## src/rtl/alu_issue_decoder_if.sv

```systemverilog
// ---------------------------------------------------------------------------
// alu_issue_decoder_if
// Bundles the upstream instruction handshake and the downstream ALU issue
// bundle of alu_issue_decoder into one interface.
//
// Handshake (both sides): a transfer happens on a rising clk edge where
// valid && ready. The producer holds valid and its payload stable until the
// transfer. The consumer may change ready freely.
//
// Signals
//   in_valid / in_ready     upstream instruction handshake
//   in_instr, in_pc         instruction word and its PC
//   in_rs1_val, in_rs2_val  register file operands
//   out_valid / out_ready   downstream issue handshake
//   alu_a, alu_b            ALU operands
//   alu_opcode/funct3/7     ALU control fields
//   store_data, rd_addr, rd_we, illegal   side-band decode results
//   issue_count, illegal_count            issue statistics
//   dbg_state               buffer occupancy state (debug only)
// Modports
//   master : instruction source / execute stage (drives in_*, out_ready)
//   slave  : the decoder
// ---------------------------------------------------------------------------
interface alu_issue_decoder_if #(
   parameter int XLEN      = 32,
   parameter int CNT_WIDTH = 32
);
   logic                 in_valid;
   logic                 in_ready;
   logic [31:0]          in_instr;
   logic [XLEN-1:0]      in_pc;
   logic [XLEN-1:0]      in_rs1_val;
   logic [XLEN-1:0]      in_rs2_val;
   logic                 out_valid;
   logic                 out_ready;
   logic [XLEN-1:0]      alu_a;
   logic [XLEN-1:0]      alu_b;
   logic [6:0]           alu_opcode;
   logic [2:0]           alu_funct3;
   logic [6:0]           alu_funct7;
   logic [XLEN-1:0]      store_data;
   logic [4:0]           rd_addr;
   logic                 rd_we;
   logic                 illegal;
   logic [CNT_WIDTH-1:0] issue_count;
   logic [CNT_WIDTH-1:0] illegal_count;
   logic [1:0]           dbg_state;

   modport master (
      output in_valid, in_instr, in_pc, in_rs1_val, in_rs2_val, out_ready,
      input  in_ready, out_valid, alu_a, alu_b, alu_opcode, alu_funct3,
             alu_funct7, store_data, rd_addr, rd_we, illegal,
             issue_count, illegal_count, dbg_state
   );

   modport slave (
      input  in_valid, in_instr, in_pc, in_rs1_val, in_rs2_val, out_ready,
      output in_ready, out_valid, alu_a, alu_b, alu_opcode, alu_funct3,
             alu_funct7, store_data, rd_addr, rd_we, illegal,
             issue_count, illegal_count, dbg_state
   );
endinterface

```

## src/rtl/alu_issue_decoder.sv

```systemverilog
// ---------------------------------------------------------------------------
// alu_issue_decoder
// RV32I/M decode stage feeding the ALU. Decodes the instruction word into
// operands a/b and control fields, flags unsupported encodings, and registers
// the bundle. A skid register behind the output register lets the stage
// accept one more instruction while the output is stalled, so nothing is
// dropped or reordered; in_ready is a decode of registered state.
//
// Ports
//   clk  : clock, rising edge
//   rst  : synchronous active-high reset (wins over any handshake)
//   bus  : alu_issue_decoder_if.slave (instruction in, issue bundle out,
//          counters, dbg_state = occupancy state)
//
// Build option
//   DECODER_RV32M_EN : when defined, OP with funct7=0x01 and funct3 0/4/6 is
//                      legal; otherwise every OP with funct7=0x01 is illegal.
// ---------------------------------------------------------------------------
module alu_issue_decoder #(
   parameter int XLEN      = 32,
   parameter int CNT_WIDTH = 32
) (
   input logic              clk,
   input logic              rst,
   alu_issue_decoder_if.slave bus
);
   localparam logic [6:0] OPC_OP    = 7'h33;
   localparam logic [6:0] OPC_IMM   = 7'h13;
   localparam logic [6:0] OPC_LUI   = 7'h37;
   localparam logic [6:0] OPC_AUIPC = 7'h17;
   localparam logic [6:0] OPC_LOAD  = 7'h03;
   localparam logic [6:0] OPC_JALR  = 7'h67;
   localparam logic [6:0] OPC_STORE = 7'h23;

   typedef struct packed {
      logic [XLEN-1:0] a;
      logic [XLEN-1:0] b;
      logic [6:0]      opcode;
      logic [2:0]      funct3;
      logic [6:0]      funct7;
      logic [XLEN-1:0] store_data;
      logic [4:0]      rd_addr;
      logic            rd_we;
      logic            illegal;
   } bundle_t;

   // S_EMPTY: nothing held; S_ONE: output register valid;
   // S_TWO: output register valid and skid register full.
   typedef enum logic [1:0] {
      S_EMPTY = 2'd0,
      S_ONE   = 2'd1,
      S_TWO   = 2'd2
   } state_t;

   state_t               state, state_next;
   bundle_t              dec, out_q, skid_q;
   logic                 load_out_dec, load_out_skid, load_skid;
   logic                 in_ready, out_valid, in_fire, out_fire;
   logic                 legal, m_legal;
   logic [CNT_WIDTH-1:0] issue_cnt, illegal_cnt;

   logic [31:0]     instr;
   logic [6:0]      f7;
   logic [2:0]      f3;
   logic [XLEN-1:0] i_imm, s_imm, u_imm, shamt;

   assign instr = bus.in_instr;
   assign f7    = instr[31:25];
   assign f3    = instr[14:12];
   assign i_imm = {{(XLEN-12){instr[31]}}, instr[31:20]};
   assign s_imm = {{(XLEN-12){instr[31]}}, instr[31:25], instr[11:7]};
   assign u_imm = {instr[31:12], {(XLEN-20){1'b0}}};
   assign shamt = {{(XLEN-5){1'b0}}, instr[24:20]};

`ifdef DECODER_RV32M_EN
   assign m_legal = (f3 == 3'd0) || (f3 == 3'd4) || (f3 == 3'd6);
`else
   assign m_legal = 1'b0;
`endif

   // Combinational decode of the instruction currently on the input.
   always_comb begin
      dec            = '0;
      dec.opcode     = instr[6:0];
      dec.funct3     = f3;
      dec.rd_addr    = instr[11:7];
      legal          = 1'b1;
      case (instr[6:0])
         OPC_OP: begin
            dec.a      = bus.in_rs1_val;
            dec.b      = bus.in_rs2_val;
            dec.funct7 = f7;
            dec.rd_we  = 1'b1;
            legal      = (f7 == 7'h00) ||
                         ((f7 == 7'h20) && ((f3 == 3'd0) || (f3 == 3'd5))) ||
                         ((f7 == 7'h01) && m_legal);
         end
         OPC_IMM: begin
            dec.a     = bus.in_rs1_val;
            dec.rd_we = 1'b1;
            if ((f3 == 3'd1) || (f3 == 3'd5)) begin
               // Shifts: only the 5-bit shamt is an operand, the upper
               // field selects logical/arithmetic.
               dec.b      = shamt;
               dec.funct7 = f7;
               legal      = (f7 == 7'h00) || ((f7 == 7'h20) && (f3 == 3'd5));
            end else begin
               dec.b = i_imm;
            end
         end
         OPC_LUI: begin
            dec.b     = u_imm;
            dec.rd_we = 1'b1;
         end
         OPC_AUIPC: begin
            dec.a     = bus.in_pc;
            dec.b     = u_imm;
            dec.rd_we = 1'b1;
         end
         OPC_LOAD, OPC_JALR: begin
            dec.a     = bus.in_rs1_val;
            dec.b     = i_imm;
            dec.rd_we = 1'b1;
         end
         OPC_STORE: begin
            dec.a          = bus.in_rs1_val;
            dec.b          = s_imm;
            dec.store_data = bus.in_rs2_val;
         end
         default: legal = 1'b0;
      endcase
      // Illegal bundles keep only opcode/funct3/rd so the execute stage
      // can still report what it saw.
      if (!legal) begin
         dec.a          = '0;
         dec.b          = '0;
         dec.funct7     = '0;
         dec.store_data = '0;
         dec.rd_we      = 1'b0;
      end
      if (dec.rd_addr == 5'd0) begin
         dec.rd_we = 1'b0;
      end
      dec.illegal = !legal;
   end

   assign in_ready  = (state != S_TWO);
   assign out_valid = (state != S_EMPTY);
   assign in_fire   = bus.in_valid && in_ready;
   assign out_fire  = out_valid && bus.out_ready;

   always_ff @(posedge clk) begin
      if (rst) begin
         state <= S_EMPTY;
      end else begin
         state <= state_next;
      end
   end

   always_comb begin
      state_next    = state;
      load_out_dec  = 1'b0;
      load_out_skid = 1'b0;
      load_skid     = 1'b0;
      case (state)
         S_EMPTY: begin
            if (in_fire) begin
               load_out_dec = 1'b1;
               state_next   = S_ONE;
            end
         end
         S_ONE: begin
            if (bus.out_ready) begin
               if (in_fire) begin
                  load_out_dec = 1'b1;
               end else begin
                  state_next = S_EMPTY;
               end
            end else if (in_fire) begin
               load_skid  = 1'b1;
               state_next = S_TWO;
            end
         end
         S_TWO: begin
            // in_ready is low here, so only the skid entry can move.
            if (bus.out_ready) begin
               load_out_skid = 1'b1;
               state_next    = S_ONE;
            end
         end
         default: state_next = S_EMPTY;
      endcase
   end

   always_ff @(posedge clk) begin
      if (rst) begin
         out_q       <= '0;
         skid_q      <= '0;
         issue_cnt   <= '0;
         illegal_cnt <= '0;
      end else begin
         if (load_out_dec) begin
            out_q <= dec;
         end else if (load_out_skid) begin
            out_q <= skid_q;
         end
         if (load_skid) begin
            skid_q <= dec;
         end
         if (out_fire) begin
            issue_cnt <= issue_cnt + 1'b1;
            if (out_q.illegal) begin
               illegal_cnt <= illegal_cnt + 1'b1;
            end
         end
      end
   end

   assign bus.in_ready      = in_ready;
   assign bus.out_valid     = out_valid;
   assign bus.alu_a         = out_q.a;
   assign bus.alu_b         = out_q.b;
   assign bus.alu_opcode    = out_q.opcode;
   assign bus.alu_funct3    = out_q.funct3;
   assign bus.alu_funct7    = out_q.funct7;
   assign bus.store_data    = out_q.store_data;
   assign bus.rd_addr       = out_q.rd_addr;
   assign bus.rd_we         = out_q.rd_we;
   assign bus.illegal       = out_q.illegal;
   assign bus.issue_count   = issue_cnt;
   assign bus.illegal_count = illegal_cnt;
   assign bus.dbg_state     = state;
endmodule

```

## src/flat_wrapper.sv

```systemverilog
// flat-port wrapper written by rule: the top's interface ports become plain ports
module alu_issue_decoder_flat 
#(
   parameter int XLEN      = 32,
   parameter int CNT_WIDTH = 32
)
  (clk, rst, bus_in_valid, bus_in_instr, bus_in_pc, bus_in_rs1_val, bus_in_rs2_val, bus_out_ready, bus_in_ready, bus_out_valid, bus_alu_a, bus_alu_b, bus_alu_opcode, bus_alu_funct3, bus_alu_funct7, bus_store_data, bus_rd_addr, bus_rd_we, bus_illegal, bus_issue_count, bus_illegal_count, bus_dbg_state);
  alu_issue_decoder_if #(.XLEN(XLEN), .CNT_WIDTH(CNT_WIDTH)) bus_i ();
  input logic clk;
  input logic rst;
  input wire logic [$bits(bus_i.in_valid)-1:0] bus_in_valid;
  input wire logic [$bits(bus_i.in_instr)-1:0] bus_in_instr;
  input wire logic [$bits(bus_i.in_pc)-1:0] bus_in_pc;
  input wire logic [$bits(bus_i.in_rs1_val)-1:0] bus_in_rs1_val;
  input wire logic [$bits(bus_i.in_rs2_val)-1:0] bus_in_rs2_val;
  input wire logic [$bits(bus_i.out_ready)-1:0] bus_out_ready;
  output wire logic [$bits(bus_i.in_ready)-1:0] bus_in_ready;
  output wire logic [$bits(bus_i.out_valid)-1:0] bus_out_valid;
  output wire logic [$bits(bus_i.alu_a)-1:0] bus_alu_a;
  output wire logic [$bits(bus_i.alu_b)-1:0] bus_alu_b;
  output wire logic [$bits(bus_i.alu_opcode)-1:0] bus_alu_opcode;
  output wire logic [$bits(bus_i.alu_funct3)-1:0] bus_alu_funct3;
  output wire logic [$bits(bus_i.alu_funct7)-1:0] bus_alu_funct7;
  output wire logic [$bits(bus_i.store_data)-1:0] bus_store_data;
  output wire logic [$bits(bus_i.rd_addr)-1:0] bus_rd_addr;
  output wire logic [$bits(bus_i.rd_we)-1:0] bus_rd_we;
  output wire logic [$bits(bus_i.illegal)-1:0] bus_illegal;
  output wire logic [$bits(bus_i.issue_count)-1:0] bus_issue_count;
  output wire logic [$bits(bus_i.illegal_count)-1:0] bus_illegal_count;
  output wire logic [$bits(bus_i.dbg_state)-1:0] bus_dbg_state;
  assign bus_i.in_valid = bus_in_valid;
  assign bus_i.in_instr = bus_in_instr;
  assign bus_i.in_pc = bus_in_pc;
  assign bus_i.in_rs1_val = bus_in_rs1_val;
  assign bus_i.in_rs2_val = bus_in_rs2_val;
  assign bus_i.out_ready = bus_out_ready;
  assign bus_in_ready = bus_i.in_ready;
  assign bus_out_valid = bus_i.out_valid;
  assign bus_alu_a = bus_i.alu_a;
  assign bus_alu_b = bus_i.alu_b;
  assign bus_alu_opcode = bus_i.alu_opcode;
  assign bus_alu_funct3 = bus_i.alu_funct3;
  assign bus_alu_funct7 = bus_i.alu_funct7;
  assign bus_store_data = bus_i.store_data;
  assign bus_rd_addr = bus_i.rd_addr;
  assign bus_rd_we = bus_i.rd_we;
  assign bus_illegal = bus_i.illegal;
  assign bus_issue_count = bus_i.issue_count;
  assign bus_illegal_count = bus_i.illegal_count;
  assign bus_dbg_state = bus_i.dbg_state;
  alu_issue_decoder #(.XLEN(XLEN), .CNT_WIDTH(CNT_WIDTH)) u_core (.clk(clk), .rst(rst), .bus(bus_i));
endmodule
```

## config.mk

```make
export PLATFORM = sky130hd
export DESIGN_NAME = alu_issue_decoder_flat
export DESIGN_NICKNAME = d
export VERILOG_FILES = /design/src/rtl/alu_issue_decoder_if.sv /design/src/rtl/alu_issue_decoder.sv /design/src/flat_wrapper.sv
export SDC_FILE = /design/constraint.sdc
export NUM_CORES = 1
export LEC_CHECK = 0
export ABC_CLOCK_PERIOD_IN_PS = 2300
export CORE_AREA = 2 2 178 162
export DETAILED_ROUTE_END_ITERATION = 16
export DIE_AREA = 0 0 180 164
export GPL_TIMING_DRIVEN = 0
export PLACE_DENSITY = 0.76
export RECOVER_POWER = 50
export SYNTH_ARGS = -nofsm -noshare
export SYNTH_HDL_FRONTEND = slang
export SYNTH_SLANG_ARGS = --single-unit
```

## constraint.sdc

```tcl
create_clock -name clk -period 2.3 [get_ports clk]
set_input_delay 0.69 -clock clk [delete_from_list [all_inputs] [get_ports clk]]
set_output_delay 0.69 -clock clk [all_outputs]
set_load 0.01 [all_outputs]
```

==> results.md, run 1 <==
* Vias in the first global route at around 11000
* Relative slew slack at a little over half
* Site row count at 58
* # nets final at approximately 1800
* Initial Util at 43.5%
* Yosys reg bits at ~310
* Routed len/inst at 20.4 µm
* Worst IR drop on VDD at 515 µV
* Worst r2r src: u_core.bus.dbg_state[0]
* GR Overflow Total at 0
* Clock sinks at between 300 and 400
* Most used routing layer: met2
* Dpl hpwl at a little over 30000 µm
* Fraction of layout cells with a size suffix above 1 at 9.84%
* Met3 Usage GRT at between 5 and 6%
* Register area share after synthesis at 50.9%
* Routing usage on met1 at approximately two fifths
* IO Pins at between 300 and 400
* Largest net degree at the start of global routing at 14
* Critical Path Start Type: input port
* Leak pwr at around 6.3 nW
* Hold Slack at roughly 0.45 ns
* Worst Setup End Kind: register
* Via count at about 12000
* Status: completed
* Buffers on Ports at roughly 320
* Min Clock Period, post-route at 2.26 ns
* Register-to-register setup slack at 0.13 ns
* Worst-path clk slew at around 0.060 ns
* Max-slew violation count at 0
* First-pass GRT wire length at about 64000 µm
* Tcrit/Tclk final at roughly 100%
* Max-cap check violation count at 0
* Fmax at about 440 MHz
* Skew final at around 0.015 ns
* Most used DFF post-synth: dfxtp_1
* Final Hold Fails at 0
* GP Congestion at approximately 0.92
* Mapped Area at 0.0120 mm²
* Required time worst endpoint at between 2 and 3 ns
* Syn Area/Cell at around 9.0 µm²
* Crit Reg-Reg Endpoint: u_core.bus.illegal_count[31]
* Critical Path AT at 2.68 ns
* 1st-iter DRT viols at between 1000 and 1500
* Cells after Synth at 1334
* CTS Hold Bufs at 0
* Synth warn at 0
* DRC errors left at 0
* Initial antenna violation count at 8
* Final std cells w/o fill at roughly 2100
* Hold Crit Class: reg -> reg
* Fill count at approximately 2300
* Number of synthesized flops with an enable pin at 0
* Placeable Area at around 0.028 mm²
* Post-route ant nets at 0
* Post-synth ARST share at 0%
* Worst skew pair latency at between 0.5 and 0.6 ns
* CTS root buf: clkbuf_16
* Die H at ~160 µm
* M2 GR Usage at between 40% and 50%
* WS Path Type: in -> reg
* Worst-margin pin slew at 0.705 ns
* WL final at 42600 µm
* Drt pass-1 iters at 11
* Hold Startpoint: u_core.bus.alu_opcode[5]
* TritonCTS clock tree: built
* Max clock buf depth at 3
* P&R area growth vs syn at 43.4%
* Syn nets at approximately 1500
* Die width at about 180 µm
* CP Max Fanout at 10
* Hold EP: u_core.bus.alu_opcode[5]
* Hold Path Depth at 2
* DR vias/cell at 5.90
* Finished Core Util at 62.4%
* H-tree lvl count at 2
* Distinct cells, synth at 56
* GRT Total Usage at between 20% and 30%
* # setup viols final at 0
* R2R depth at 7
* Full die area at between 0.02 and 0.03 mm²
* Post-Place Cells at between 2000 and 2500
* PD cells at 699 mW/mm²
* Num CTS Buffers at 34
-- flip-flops by register name, indices dropped and copies added (netlist names) --
register	flops
u_core.bus.alu_b	32
u_core.bus.illegal_count	32
u_core.bus.store_data	32
u_core.bus.alu_funct3	3
u_core.bus.alu_a	32
u_core.bus.dbg_state	2
u_core.bus.issue_count	32
u_core.bus.alu_funct7	7
u_core.skid_q	120
u_core.bus.rd_addr	5
u_core.bus.illegal	1
u_core.bus.rd_we	1
u_core.bus.alu_opcode	7
-- final cells by class --
type	count	area [µm²]	area share (%)
sequential	306	6130	35.6
multi-input combinational	908	5570	32.3
timing repair buffer	329	3260	18.9
clock buffer	51	1090	6.31
buffer	110	564	3.27
tap	360	450	2.61
clock inverter	8	144	0.834
antenna	8	20.0	0.116
inverter	5	18.8	0.109
-- worst max-delay path by stage --
| stage | startpoint | endpoint |
|---|---|---|
| final | bus_in_instr[29] | u_core.bus.alu_b[13] |
| after global routing | bus_out_ready | u_core.bus.illegal_count[26] |
| after CTS | bus_in_instr[1] | u_core.bus.alu_a[18] |
| after detailed placement | bus_out_ready | u_core.bus.store_data[15] |
| after global placement | bus_out_ready | u_core.bus.store_data[12] |
| after floorplan | bus_in_instr[3] | u_core.bus.alu_a[10] |
-- cell families after synthesis --
family / synth area share [%]
flops: 50.9
mux: 0.0936
xor+xnor: 3.93
compound gates: 23.9
buf+inv: 3.98
fa+ha+maj: 0.208
simple gates: 17.0
-- critical path, stage by stage --
cell and delay [ns]:
clkdlybuf4s50_1 0.55, nor2_2 0.17, a31oi_1 0.12, o32a_4 0.42
a21oi_2 0.32, buf_4 0.25, o2bb2ai_1 0.14
-- cell usage in the layout, fill, tap and decap left out, types with 11 or more instances in the layout --
| cell type | instances |
|---|---|
| clkbuf_8 | 14 |
| clkbuf_1 | 48 |
| xor2_1 | 31 |
| a222oi_1 | 37 |
| nand2_1 | 158 |
| clkdlybuf4s50_1 | 169 |
| nor2_1 | 114 |
| xnor2_1 | 23 |
| o22ai_1 | 61 |
| dlygate4sd2_1 | 11 |
| clkbuf_2 | 41 |
| nand3_1 | 54 |
| clkbuf_16 | 37 |
| nand4_1 | 19 |
| a22oi_1 | 113 |
| dlygate4sd3_1 | 134 |
| nor3_1 | 21 |
| a21oi_1 | 64 |
| a221o_1 | 15 |
| o21ai_0 | 60 |
| o2bb2ai_1 | 15 |
| a22o_1 | 15 |
| dfxtp_1 | 302 |
| buf_4 | 14 |
-- synth_stat cells, types with 2 or more instances --
| cell type | n | share of area (%) |
|---|---|---|
| nand3b_1 | 3 | 0.19 |
| dfxtp_1 | 306 | 51 |
| a21oi_2 | 2 | 0.15 |
| a21oi_1 | 64 | 2.7 |
| or2_2 | 2 | 0.10 |
| o21ai_0 | 61 | 2.5 |
| and2_1 | 14 | 0.73 |
| and3b_1 | 2 | 0.15 |
| nor2b_1 | 5 | 0.26 |
| clkbuf_1 | 100 | 3.1 |
| ha_1 | 2 | 0.21 |
| or3_1 | 8 | 0.42 |
| a221o_1 | 15 | 1.2 |
| and4_1 | 6 | 0.44 |
| a22oi_1 | 114 | 7.1 |
| nand4_1 | 19 | 0.99 |
| xnor2_1 | 23 | 1.7 |
| nand2_1 | 158 | 4.9 |
| nor3_1 | 24 | 1.0 |
| o22ai_1 | 61 | 3.2 |
| nor2_1 | 117 | 3.7 |
| nor4_1 | 8 | 0.42 |
| a221oi_1 | 5 | 0.36 |
| nand4b_1 | 2 | 0.15 |
| nand2b_1 | 6 | 0.31 |
| and3_1 | 8 | 0.42 |
| a22o_1 | 15 | 1.1 |
| a222oi_1 | 37 | 3.1 |
| buf_2 | 11 | 0.46 |
| inv_1 | 5 | 0.16 |
| a311oi_1 | 4 | 0.29 |
| buf_6 | 2 | 0.19 |
| xor2_1 | 31 | 2.3 |
| o21a_1 | 2 | 0.12 |
| nand3_1 | 55 | 2.3 |
| o2bb2ai_1 | 15 | 1.1 |
| buf_1 | 2 | 0.062 |
| a21o_1 | 2 | 0.12 |
-- repair_timing --
item	4_1_cts	5_1_grt
pin swaps	9	2
buffers inserted	9	2
gates resized for setup	105	28
setup endpoints to repair	296	209
-- per-layer routing --
metal	part of all wire (%)	vias to the layer above
met1	43	5923
met2	44	621
met3	9.1	89
li1	-	5667
met4	3.4	0
met5	0	-
-- per-stage QoR --
stage	setup TNS (ns)	total power [mW]	worst slack (ns)	instance area (µm²)
detailed placement	-256.44	6.29	-1.07	15700
global route	-0.0327	12.4	-0.0237	17200
finish	0	12.1	0.0369	17200
CTS	0	12.1	0.00368	17200
global placement	-251.19	6.28	-1.07	15700
floorplan	0	5.78	0.00553	12000
-- report_power, final --
group | internal [mW] | leakage [nW] | total [mW] | switching [mW]
sequential | 5.34 | 2.47 | 5.37 | 0.0260
clock | 3.71 | 0.611 | 5.85 | 2.14
combinational | 0.351 | 3.25 | 0.834 | 0.483
(Power assumes the default switching activity.)
==> run 2: changes to the inputs <==
--- a/config.mk
+++ b/config.mk
@@ -9,6 +9,7 @@
 export CORE_AREA = 2 2 178 162
 export DETAILED_ROUTE_END_ITERATION = 16
 export DIE_AREA = 0 0 180 164
+export GPL_ROUTABILITY_DRIVEN = 1
 export GPL_TIMING_DRIVEN = 0
 export PLACE_DENSITY = 0.76
 export RECOVER_POWER = 50
==> results of run 2 <==
The final DEF is identical to that of run 1; final timing and power are the same.
==> run 3: changes to the inputs <==
==> constraint.sdc (replaced) <==
create_clock -name clk -period 2.3 [get_ports clk]
set_input_delay 0.46 -clock clk [delete_from_list [all_inputs] [get_ports clk]]
set_output_delay 0.46 -clock clk [all_outputs]
set_load 0.01 [all_outputs]
==> run 3 against run 2 <==
Effect of this change: cell count is 0.38% lower; first-iteration DRC count increased by 11%; routed wire length grew 0.81%; clock skew is 0.0017 ns lower; via count fell by 0.18%; critical endpoint is now u_core.bus.issue_count[31]; total power decreased by 2.5%; fmax fell by 0.28%.
==> results.md, run 3 (synthesized netlist as in run 1, its figures left out) <==
* Min Clock Period, post-route at around 2.3 ns
* R2R depth at 6
* Critical Path AT at around 2.6 ns
* Critical Path Start Type: input port
* TritonCTS clock tree: built
* P&R area growth vs syn at 42.0%
* Crit Reg-Reg Endpoint: u_core.bus.illegal_count[31]
* Max clock buf depth at 3
* Relative slew slack at roughly 53%
* Worst r2r src: u_core.bus.illegal
* GR Overflow Total at 0
* WS Path Type: in -> reg
* Max reg flops at 120
* Fmax at approximately 440 MHz
* Worst Setup End Kind: register
* DRC errors left at 0
* Skew final at between 0.01 and 0.015 ns
* Hold Startpoint: bus_in_instr[0]
* Required time worst endpoint at ~2.7 ns
* DR vias/cell at between 5 and 6
* Num CTS Buffers at 34
* Multi-input logic area at 0.00556 mm²
* H-tree lvl count at 2
* Area after DPL at roughly 0.016 mm²
* First-pass GRT wire length at roughly 64000 µm
* Most common cell on crit path: clkbuf_1
* Worst-margin pin slew at between 0.6 and 0.7 ns
* Leak pwr at between 6 and 7 nW
* CP Max Fanout at 10
* Status: completed
* Worst IR drop on VDD at 469 µV
* Hold Crit Class: in -> reg
* IO Pins at 320
* Register-to-register setup slack at ~0.11 ns
* Initial Util at approximately 44%
* Post-Place Cells at between 2000 and 2500
* CTS root buf: clkbuf_16
* Hold EP: u_core.skid_q[49]
* Final Hold Fails at 0
* # nets final at 1824
* PD cells at ~690 mW/mm²
* Drt pass-1 iters at 8
* Critical path's largest stage delay at approximately 0.56 ns
* Hold Slack at 0.331 ns
* Post-route ant nets at 0
* Final std cells w/o fill at around 2100
* Initial antenna violation count at 5
* Hold Path Depth at 3
* Fraction of layout cells with a size suffix above 1 at under 10%
* Clock sinks at 306
* GP Congestion at between 0.8 and 0.9
* Post-place setup slack at -0.899 ns
* Via count at around 12000
* # setup viols final at 0
* 1st-iter DRT viols at roughly 1600
* Final setup margin at about 0.03 ns
* Dpl hpwl at about 31000 µm
* Site row count at just under 60
* Crit. Startpoint: rst
* Max-cap check violation count at 0
* Die H at around 160 µm
* Die width at about 180 µm
* GRT Total Usage at approximately 28%
* Most common cell after layout, fill and taps aside: dfxtp_1
* Worst skew pair latency at approximately 0.50 ns
* Worst-path clk slew at around 0.060 ns
* Buffers on Ports at 318
* Total Power at 11.7 mW
* Tcrit/Tclk final at 98.7%
* Worst path top cell family by delay: buffers and inverters
* Fill count at roughly 2300
* CP cell instances: clkdlybuf4s50_1, clkbuf_1, clkbuf_2, clkbuf_1, nor2_1
* Seq. cell area at roughly 0.0061 mm²
* Most frequent cells in the layout: 306 x dfxtp_1, 186 x dlygate4sd3_1, 158 x nand2_1
* Max-slew violation count at 0
* Routed len/inst at 20.7 µm
* Largest Register: u_core.skid_q
* Placeable Area at around 0.028 mm²
* Full die area at between 0.02 and 0.03 mm²
* Worst path slowest cell: clkbuf_1
* WL final at between 40000 and 50000 µm
* Vias in the first global route at between 10000 and 15000
* Largest net degree at the start of global routing at 13
* CP Buf/Inv Count at 4
* Unrepaired setup endpoints after global routing: false
* Post-route cell area at 0.0171 mm²
## run 3: cell count changes in the layout (fill, tap and decap cells not counted), moves of 4 or more
cell | previous run | this run
dfxtp_1 | 302 | 306
clkdlybuf4s50_1 | 169 | 121
clkbuf_8 | 14 | 6
dlygate4sd2_1 | 11 | 2
clkbuf_1 | 48 | 59
dlygate4sd3_1 | 134 | 186
dfxtp_2 | 4 | 0
and2_1 | 9 | 13
buf_4 | 14 | 6
dlymetal6s2s_1 | 3 | 9
## run 3: worst max path at each step
stage | endpoint | depth (start not counted)
after detailed placement | u_core.bus.store_data[12] | 8
after global routing | u_core.skid_q[2] | 5
after global placement | u_core.bus.store_data[18] | 8
after CTS | u_core.bus.alu_b[13] | 8
final | u_core.bus.issue_count[31] | 5
after floorplan | u_core.bus.alu_a[0] | 8
## run 3: final cells by class
class	count	share of cell area [%]
antenna	7	0.103
buffer	113	3.11
clock buffer	49	6.04
clock inverter	7	0.645
inverter	5	0.110
multi-input combinational	908	32.5
sequential	306	35.9
tap	360	2.64
timing repair buffer	322	18.9
## run 3: metal layers
layer  track usage (%)  routed length (µm)
met1              38.6               18200
met2              43.2               19600
met3              4.37                3910
met4              9.53                1220
met5                 0                   0
## run 3: report_power, final
part	total, mW	switching, mW	internal, mW
Combinational	0.830	0.483	0.347
Clock	5.55	2.12	3.43
Sequential	5.37	0.0277	5.34
Total	11.7	2.63	9.12
## run 3: through the flow
step | TNS, ns | utilization, %
global placement | -188.75 | 56.6
global route | 0 | 61.7
floorplan | 0 | -
finish | 0 | 61.8
detailed placement | -193.91 | 56.6
CTS | -0.133 | 61.3
## run 3: tightest hold or removal path: stages
cell and delay (ns):
dlymetal6s2s_1 0.18, nand2_1 0.08, a21oi_1 0.05
## run 3: repair_timing
| action | in CTS | in global routing |
|---|---|---|
| buffers inserted | 4 | 0 |
| gates resized for setup | 55 | 58 |
| pin swaps | 6 | 3 |
| endpoints found under the setup margin | 242 | 231 |
| gates cloned | 0 | 0 |
| hold buffers | 0 | 0 |
==> patch, RTL diff (flow settings as in run 1) <==
Make the reset (`rst`) asynchronous in 2 clocked blocks. Comments in the files are not updated.
--- a/src/rtl/alu_issue_decoder.sv
+++ b/src/rtl/alu_issue_decoder.sv
@@ -149,7 +149,7 @@
    assign in_fire   = bus.in_valid && in_ready;
    assign out_fire  = out_valid && bus.out_ready;
 
-   always_ff @(posedge clk) begin
+   always_ff @(posedge clk or posedge rst) begin
       if (rst) begin
          state <= S_EMPTY;
       end else begin
@@ -192,7 +192,7 @@
       endcase
    end
 
-   always_ff @(posedge clk) begin
+   always_ff @(posedge clk or posedge rst) begin
       if (rst) begin
          out_q       <= '0;
          skid_q      <= '0;
Behaviour: differs if rst is asserted again (counterexample within 4 cycles, from zero or initial values and one cycle with rst high); with rst held inactive, the same outputs for 4 cycles.
==> patch against run 1 <==
Sequential share of layout area grew 6.2 points. Highest routed layer is now met5. Sequential cell count is the same. Fmax shrank 0.38%. Critical path type unchanged. Register-to-register slack gained 0.16 ns. Wire length shrank 6.0%. Die area is the same. Synthesized area grew 10%. Setup slack lost 0.0085 ns. Clock skew grew 0.011 ns. Critical endpoint is now u_core.skid_q[7]$_DFFE_PP0P_. Core utilization grew 4.0 points. Final area grew 6.5%. Non-clock buffer count shrank 22.
Power is not compared: it rests on default switching activity, and its combinational part moved more than twofold at a synthesized area within 25%.
==> patch: results (changes against run 1) <==
stage,metric,value,unit,change
run_status,outcome,"finished, final reports clean",,
global_routing,antenna_found_initial,2,,-6
route,routed.top_layer,met5,,
yosys,syn-num-nets,1328,,-9.5%
global_routing,grt_max_degree,44,,+30
worst_hold_path,hold-path-endpoint,u_core.bus.issue_count[31]$_DFFE_PP0P_,,
place,gp_congestion,0.861,,-6.6%
clocking,cts-resized-gates,61,,-42%
global_routing,grt_pass1_wl,62600,µm,-2.8%
worst_setup_path,timing.rr.start,u_core.bus.dbg_state[1]$_DFFE_PP0P_,,
worst_hold_path,whs_path_depth,1,,-1
yosys,synth.mux.area_fraction,1.91,%,+1.8 points
route,met1_length,16900,µm,-8.0%
pwr,pg_seq,6.03,mW,
global_routing,gr-usage-met1,36.2,%,-2.3 points
timing,whs,0.470,ns,+0.0153 ns
route,wl_met3,3240,µm,-16%
worst_setup_path,crit_start,bus_in_valid,,
worst_setup_path,endpoint,u_core.skid_q[7]$_DFFE_PP0P_,,
route,wl_met2,18600,µm,-1.5%
yosys,ys_top_cells_by_area,"dfrtp_1 (58%), a22oi_1 (8.6%), nand2_1 (5.3%), o31ai_1 (4.6%), a22o_1 (2.6%)",,
yosys,yosys.area_share.adder,0.189,%,-0.019 points
route,first_pass_iters,5,,-6
pwr,p_leak,8.06,nW,
route,dr_total_vias,11323,,-7.9%
route,drt_iter0_markers,847,,-40%
place,place_area,17000,µm²,+8.6%
clocking,postCtsSetupRepairBufs,1,,-8
timing,fin_worst_skew,0.0262,ns,+0.0114 ns
place,numPlacedInstances,1879,,-6.6%
place,place_ws,-1.06,ns,+0.00522 ns
yosys,synth_commonest_cells,"dfrtp_1 (306), nand2_1 (186), a22oi_1 (151), o31ai_1 (81), o21ai_1 (51)",,
timing,layout_setup_ws,0.0284,ns,-0.00852 ns
yosys,syn_avg_cell_area,11.1,µm²,+23%
yosys,synth_compound_area_share,20.3,%,-3.6 points
yosys,ys_seq_area_share,57.8,%,+6.9 points
layout,final_nets,1694,,-7.3%
clocking,ctsLongestPathBuffers,3,,unchanged
yosys,synth_xor_area_share,4.10,%,+0.17 points
worst_setup_path,worstPathArrival,2.66,ns,-0.02 ns
global_routing,grtUsageMet3,6.67,%,+1.3 points
worst_setup_path,reg2reg_depth,6,,-1
yosys,async_flop_share,100,%,+100 points
timing,tightest_slew,0.856,ns,+0.151 ns
yosys,ys_types,55,,-1.8%
global_routing,track_usage,26.7,%,-0.60 points
place,hpwl,28900,µm,-7.4%
worst_setup_path,reg2reg_slack,0.29,ns,+0.16 ns
route,routed_via_density,5.83,,-1.2%
worst_hold_path,min_from,u_core.bus.issue_count[31]$_DFFE_PP0P_,,
global_routing,use_met2,42.4,%,+1.2 points
layout,drive_gt1_share,11.8,%,+2.0 points
worst_setup_path,rr_endpoint,u_core.skid_q[7]$_DFFE_PP0P_,,
route,wl_per_cell,20.6,µm,+0.87%
==> patch: cell type report <==
type / count / area (µm²)
Clock buffer: 56 / 1100
Antenna cell: 1 / 2.50
Buffer: 86 / 528
Tap cell: 360 / 450
Inverter: 17 / 67.6
Clock inverter: 2 / 10.0
Multi-Input combinational cell: 784 / 5180
Sequential cell: 306 / 7660
Fill cell: 2148 / 9290
Timing Repair Buffer: 331 / 3370
==> patch: cell families (layout without fill, tap and decap cells) <==
kind of cell             Yosys count  after routing
AO/OA/AOI/OAI                    368            368
AND/OR/NAND/NOR                  329            329
flip-flops                       306            306
buffers and inverters            104            492
XOR/XNOR                          62             62
multiplexers                      23             23
adder cells (fa/ha/maj)            2              2
other                              0              1
==> patch: worst max-delay path, stage by stage <==
cell	delay, ns
clkdlybuf4s50_1	0.52
nor2b_4	0.25
buf_4	0.16
nand3_4	0.17
clkbuf_4	0.28
clkbuf_1	0.28
a22o_1	0.31
